**src/rtl/alu_issue_ctrl.sv**
```systemverilog
// Issue controller for a combinational ALU: FIFO-buffers bundles, issues one at a time,
// captures result/flags after a settle cycle and presents them with decoded write-back dest.
// Optional ALU_ISSUE_STATS_EN adds stat_issued / stat_stall counters.
module alu_issue_ctrl #(
  parameter int DEPTH = 8,
  parameter int AW    = 3
) (
  input  logic        clk,
  input  logic        rst,
  input  logic        in_valid,
  output logic        in_ready,
  input  logic [31:0] in_instr,
  input  logic [31:0] in_op_a,
  input  logic [31:0] in_op_b,
  output logic [31:0] alu_instr,
  output logic [31:0] alu_reg_A,
  output logic [31:0] alu_reg_B,
  input  logic [31:0] alu_result,
  input  logic [2:0]  alu_flags,
  output logic        out_valid,
  input  logic        out_ready,
  output logic [31:0] out_result,
  output logic [2:0]  out_flags,
  output logic [4:0]  out_dest,
  output logic        out_wr_en,
  output logic        busy
`ifdef ALU_ISSUE_STATS_EN
  ,
  output logic [31:0] stat_issued,
  output logic [31:0] stat_stall
`endif
);

  typedef struct packed {
    logic [31:0] instr;
    logic [31:0] op_a;
    logic [31:0] op_b;
  } bundle_t;

  typedef enum logic [1:0] {IDLE, SETTLE, CAPTURE, HOLD} state_t;

  localparam logic [AW:0] FULL_CNT = (AW+1)'(DEPTH);

  bundle_t       mem [DEPTH];
  logic [AW-1:0] wr_ptr, rd_ptr;
  logic [AW:0]   count;
  logic          empty, full, push, pop, cap, rel;
  state_t        state_q, state_d;
  logic [4:0]    dec_dest;
  logic          dec_wr;

  assign empty    = (count == '0);
  assign full     = (count == FULL_CNT);
  assign in_ready = !full;
  assign push     = in_valid && !full;
  assign busy     = (state_q != IDLE) || !empty;

  always_comb begin
    state_d = state_q;
    pop     = 1'b0;
    cap     = 1'b0;
    rel     = 1'b0;
    case (state_q)
      IDLE: begin
        if (!empty) begin
          pop     = 1'b1;
          state_d = SETTLE;
        end
      end
      SETTLE:  state_d = CAPTURE;
      CAPTURE: begin
        cap     = 1'b1;
        state_d = HOLD;
      end
      HOLD: begin
        if (out_ready) begin
          rel     = 1'b1;
          state_d = IDLE;
        end
      end
      default: state_d = IDLE;
    endcase
  end

  // Branches and stores have no destination; forcing dest=0 also clears wr_en below.
  always_comb begin
    dec_dest = alu_instr[20:16];
    case (alu_instr[31:26])
      6'b000000:                      dec_dest = alu_instr[15:11];
      6'b000100, 6'b000101, 6'b101011: dec_dest = 5'd0;
      default: ;
    endcase
    dec_wr = (dec_dest != 5'd0);
  end

  always_ff @(posedge clk) begin
    if (rst) begin
      wr_ptr  <= '0;
      rd_ptr  <= '0;
      count   <= '0;
      state_q <= IDLE;
    end else begin
      state_q <= state_d;
      if (push) wr_ptr <= wr_ptr + 1'b1;
      if (pop)  rd_ptr <= rd_ptr + 1'b1;
      case ({push, pop})
        2'b10:   count <= count + 1'b1;
        2'b01:   count <= count - 1'b1;
        default: ;
      endcase
    end
  end

  // Storage needs no reset: pointers and count define what is valid.
  always_ff @(posedge clk) begin
    if (push) mem[wr_ptr] <= '{instr: in_instr, op_a: in_op_a, op_b: in_op_b};
  end

  always_ff @(posedge clk) begin
    if (rst) begin
      alu_instr <= '0;
      alu_reg_A <= '0;
      alu_reg_B <= '0;
    end else if (pop) begin
      alu_instr <= mem[rd_ptr].instr;
      alu_reg_A <= mem[rd_ptr].op_a;
      alu_reg_B <= mem[rd_ptr].op_b;
    end
  end

  always_ff @(posedge clk) begin
    if (rst) begin
      out_valid  <= 1'b0;
      out_result <= '0;
      out_flags  <= '0;
      out_dest   <= '0;
      out_wr_en  <= 1'b0;
    end else if (cap) begin
      out_valid  <= 1'b1;
      out_result <= alu_result;
      out_flags  <= alu_flags;
      out_dest   <= dec_dest;
      out_wr_en  <= dec_wr;
    end else if (rel) begin
      out_valid  <= 1'b0;
    end
  end

`ifdef ALU_ISSUE_STATS_EN
  always_ff @(posedge clk) begin
    if (rst) begin
      stat_issued <= '0;
      stat_stall  <= '0;
    end else begin
      if (pop) stat_issued <= stat_issued + 32'd1;
      if (state_q == HOLD && !out_ready) stat_stall <= stat_stall + 32'd1;
    end
  end
`endif

endmodule

```
**config.mk**
```make
export PLATFORM = sky130hd
export DESIGN_NAME = alu_issue_ctrl
export DESIGN_NICKNAME = d
export VERILOG_FILES = /design/src/rtl/alu_issue_ctrl.sv
export SDC_FILE = /design/constraint.sdc
export NUM_CORES = 1
export LEC_CHECK = 0
export BUFFER_PORTS_ARGS = -buffer_cell sky130_fd_sc_hd__buf_4
export CORE_UTILIZATION = 53
export DETAILED_ROUTE_END_ITERATION = 16
export PLACE_DENSITY = 0.75
export SYNTH_ARGS = -nofsm -noshare
export SYNTH_HDL_FRONTEND = slang
export SYNTH_SLANG_ARGS = --single-unit
```
**constraint.sdc**
```tcl
create_clock -name clk -period 9.75 [get_ports clk]
set_input_delay 0.4875 -clock clk [delete_from_list [all_inputs] [get_ports clk]]
set_output_delay 0.4875 -clock clk [all_outputs]
set_load 0.01 [all_outputs]
```
# == After elaboration in Yosys (flattened, before gate mapping) ==
# Memories as Yosys holds them, arrays and structs flattened. A register that Yosys moved wholly into a read port is not among the register bits.
# Cells that the tools add are included.
# classes
add_sub_neg,4
eq_ne,11
muxes,14
reduce_logical,13
# op_table
operator,count
6-bit by 3-bit equality test with 1-bit output (second input constant),2
5-bit one-hot mux with 2 select lines,1
1-bit two-way mux,9
2-bit one-hot mux with 4 select lines,1
4-bit one-hot mux with 2 select lines,1
3-bit by 1-bit adder with 3-bit output (second input constant),2
2-bit equality test (second input constant),3
6-bit equality test (second input constant),1
6-bit logical NOT,1
2-bit nonzero test,3
5-bit nonzero test,1
4-bit by 1-bit adder with 4-bit output (second input constant),1
2-bit by 1-bit equality test with 1-bit output (second input constant),2
4-bit equality test (second input constant),1
4-bit logical NOT,1
2-bit two-way mux,2
2-bit != test (second input constant),2
4-bit by 1-bit subtractor with 4-bit output (second input constant),1
3-bit OR reduction,1
1-bit logical NOT,2
2-bit logical NOT,1
2-bit AND reduction,1
1-bit logical AND,1
1-bit logical OR,1
# totals
ff_bits,54
ram_bits,768
output_inout_bits,140
wordCells,52
mem_count,1
# mem_list
name,depth,width,read_ports,rd_ports_with_merged_regs,wr,line,source
mem,8,96,1,1,1,44,bundle_t mem [DEPTH];

# == Logic depth before layout (Yosys ltp) ==
# logic_depth
word_depth,5
depth_mapped,12
depth_no_buf,10

# == Worst setup path before layout ==
# No wires, ideal clock.
# synth_timing
kind,reg2reg
from,reg count[1]
to,mem mem[0][0] (netlist bit) (enable)
setup_time_ns,0.786
arrival_ns,10.011
required_ns,8.964
path_slack_ns,-1.047
path_stages_with_launch,6
n_path_buf,2
synth_period_minus_slack_ns,10.797
path_cell_list,dfxtp_1 buf_2 or4b_1 clkbuf_1 nand2_2 nor4_1
# synth_via
elab_chain_len,5
# synth_lines
item,line,source
start: declaration,46,logic [AW:0] count;
start signal: assignment,107,2'b10: count <= count + 1'b1;
start signal: assignment,108,2'b01: count <= count - 1'b1;
4-bit equality test,53,assign full = (count == FULL_CNT);
1-bit logical NOT,n/a,
named net in_ready,11,"output logic in_ready,"
1-bit logical AND,55,assign push = in_valid && !full;
1-bit two-way mux,116,"if (push) mem[wr_ptr] <= '{instr: in_instr, op_a: in_op_a, op_b: in_op_b};"
1-bit two-way mux (not written as such),116,
end: declaration,44,
# The timed path passes the listed nets, and every way through them passes these cells.

# == Final worst setup path ==
# layout_timing
from,reg count[1]
to,mem mem[7][5] (netlist bit) (enable)
# layout_via
elab_chain_len,5
# layout_lines
item,line
4-bit equality test,53
1-bit logical NOT,55
1-bit logical AND,55
1-bit two-way mux,116
1-bit two-way mux (not written as such),116
# Every way passes these cells.

==> results_dict.tcl <==
set metrics [dict create \
    rrSetupSlack_ns 6.08 \
    leakagePower_nw 13.2 \
    min_path_type "input port to flip-flop" \
    cts.sinks 918 \
    crit_path_end_kind "flip-flop" \
    root_buffer "clkbuf_16" \
    drt_first_pass_iters 13 \
    io_buffers 274 \
    final-instance-count-excl-fill 2898 \
    clk_path_buf_depth 3 \
    power_density_nw_per_um2 267 \
    die_area_um2 64600 \
    drv_slew 0 \
    grt_antenna_before_repair 11 \
    cts_resized 0 \
    ios 275 \
    power_mw 10.6 \
    cpPeakStageDelay_ns 0.83 \
    detail-route-antenna-nets 0 \
    cts.htree.levels 3 \
    grt-ovfl-total 0 \
    finalSetupTns_ns 0 \
    place_congestion 0.743 \
    grt_pass1_wl_mm 107 \
    fin_nets 2113 \
    cp-start-kind "flip-flop" \
    cts_inserted_buffers 90 \
    max_cap_viol_count 0 \
    grt_start_max_net_pins 114 \
    vias 17000 \
    crit_top_cell "buf_4" \
    path_max_fanout 45 \
    crit_end "mem[7][5]" \
    post-route-drc-count 2 \
    grtUsageTotal_pct 22.8 \
    reg2reg_depth 5 \
    setup-violations-final 0 \
    pre_cts_slack_ns 6.08 \
    fmax_mhz 273 \
    totalWireLength_mm 72.7 \
    r2r_end "mem[7][5]" \
    seq_area_frac_synth_pct 77.4 \
    postCtsSetupBuffers 0 \
    syn-cell-area_um2 33700 \
    ys_warn_count 0 \
    max_slew_margin_pct 29.5 \
    syn_nets 1818 \
    cts_hold_buf 0 \
    clk_latency_ns 0.65 \
    r2r_start "count[1]" \
    fin_crit_ns 3.67 \
    hpwl_mm 39.9 \
    drive_gt1_share_pct 33.5 \
    vias_per_cell 5.86 \
    wire_per_inst_um 25.1 \
    cts_tree "done" \
    ys_types 36 \
    rows 92 \
    worstPathCellList "or4b_1 -> nand3_1 -> nor2_4 -> buf_4 -> buf_4" \
    area_delta_synth_final_pct 18.0 \
    startpoint "count[1]" \
    synth_area_per_cell_um2 20.1 \
    rsz0062_at_grt "false" \
    peakVddDrop_mv 0.189 \
    status "complete, but fails checks" \
    first_iter_violations 1393 \
    syn-instance-count 1674 \
    clkTransAtPathRegs_ns 0.06 \
    worstSetupPathType "flip-flop to flip-flop" \
    cp.required_ns 10.03 \
    die_h_um 254 \
    hold_viol 0 \
    synth_seq_cells 918 \
    hold_ws_ns 0.0716 \
    start_util_pct 53.5 \
    crit_arrival_ns 3.95 \
    die_w_um 254 \
    tightest_slew_ns 1.06 \
    critPathSlowestCell "nor2_4" \
    dp.cells 2723 \
    skew_ns 0.0268 \
    first_global_vias 17600 \
    post-route-period-util_pct 37.6 \
    setup_slack_ns 6.08 \
    core_um2 63000 \
    violations "DRC" \
]
-- kinds of logic (layout without fill, tap and decap cells) --
family                     after synthesis  count (layout)  synth area share (%)
xor gates and xnor gates                 7               7                 0.182
other                                    0               7                     0
AOI/OAI and AO/OA                      120             120                  2.25
adders and majority gates                9               9                 0.334
DFF                                    918             918                  77.4
and+or+nand+nor                        286             286                  4.36
muxes                                  232             232                  14.0
buffers and inverters                  102             473                  1.46
-- sequential cells by signal, indices dropped and copies added, names as in the netlist --
signal,cells
mem,768
out_flags,3
out_wr_en,1
alu_reg_B,32
state_q,2
alu_instr,32
out_result,32
wr_ptr,3
out_valid,1
rd_ptr,3
out_dest,5
alu_reg_A,32
count,4
-- layout make-up --
type                    count  area (µm²)
clock inverters            52         618
diodes                      7        17.5
well taps                 846        1060
inverters                   2        7.51
fillers                  4191       23200
flip-flops and latches    918       26100
repair buffers            303        2290
clock buffers             116        2480
multi-input cells         654        7200
-- critical path, delay by kind of cell (launching register included) --
kind / cells / cell delay, ns
buffers and inverters: 2 / 1.29
and+or+nand+nor: 3 / 1.48
DFF: 1 / 0.48
-- through the flow --
stage	util [%]	instance area, µm²
finish	63.1	39700
floorplan	-	33700
global route	63.1	39700
detailed placement	58.2	36600
global placement	58.2	36600
CTS	63.1	39700
-- routing by layer --
metal,up-vias,share of wire [%],global-route usage (%)
met1,8791,39,29.3
met4,8,2.6,7.44
met2,656,50,37.9
li1,7408,-,-
met3,126,8.4,6.19
met5,-,0.070,0
-- cell usage in the layout, fill, tap and decap left out, drive strengths merged, types with 3 or more instances in the layout --
cell / instances
clkinv: 36
bufinv: 13
buf: 303
xor2: 6
o22ai: 97
diode: 7
dfxtp: 150
nand3: 3
nor3: 101
nand2b: 4
mux2i: 39
mux4: 192
a21oi: 6
a311oi: 6
ha: 9
nor2b: 5
o21ai: 7
nand2: 12
clkbuf: 116
edfxtp: 768
nor2: 152
inv: 5
-- where the power goes --
part / switching, mW / internal [mW]
Clock: 1.43 / 2.15
Sequential: 0.240 / 4.62
Combinational: 1.18 / 0.994
-- synth_stat cells (all sizes together) --
cell type,instances,area [µm²]
xnor2,1,8.76
a211oi,1,7.51
o21ai,7,35.0
and3,1,6.26
nor2,152,571
or4b,1,10.0
a311oi,6,52.6
clkbuf,50,188
mux2,1,11.3
mux4,192,4320
ha,9,113
o22ai,97,607
nand2,12,50.1
dfxtp,150,3000
a21oi,6,30.0
nor4b,1,15.0
a31oi,1,6.26
or4,2,15.0
nand2b,4,25.0
o32ai,1,8.76
o41a,1,11.3
or3,2,12.5
inv,2,7.51
edfxtp,768,23100
mux2i,39,390
nor2b,5,31.3
nand3,3,15.0
nor4,2,12.5
xor2,6,52.6
nor3,101,706
buf,50,295
-- worst min-delay path by stage --
stage                        startpoint       endpoint  slack, ns  depth (start not counted)
final                       in_instr[6]     mem[2][70]       0.07                          1
after CTS                    in_op_b[0]      mem[3][0]       0.04                          1
after global placement      out_dest[2]    out_dest[2]       0.47                          2
after global routing         in_op_b[0]      mem[3][0]       0.05                          1
after detailed placement  alu_reg_B[10]  alu_reg_B[10]       0.48                          2
after floorplan              state_q[0]     state_q[0]       0.49                          2
Note: power is estimated with default switching activity, not from simulation.
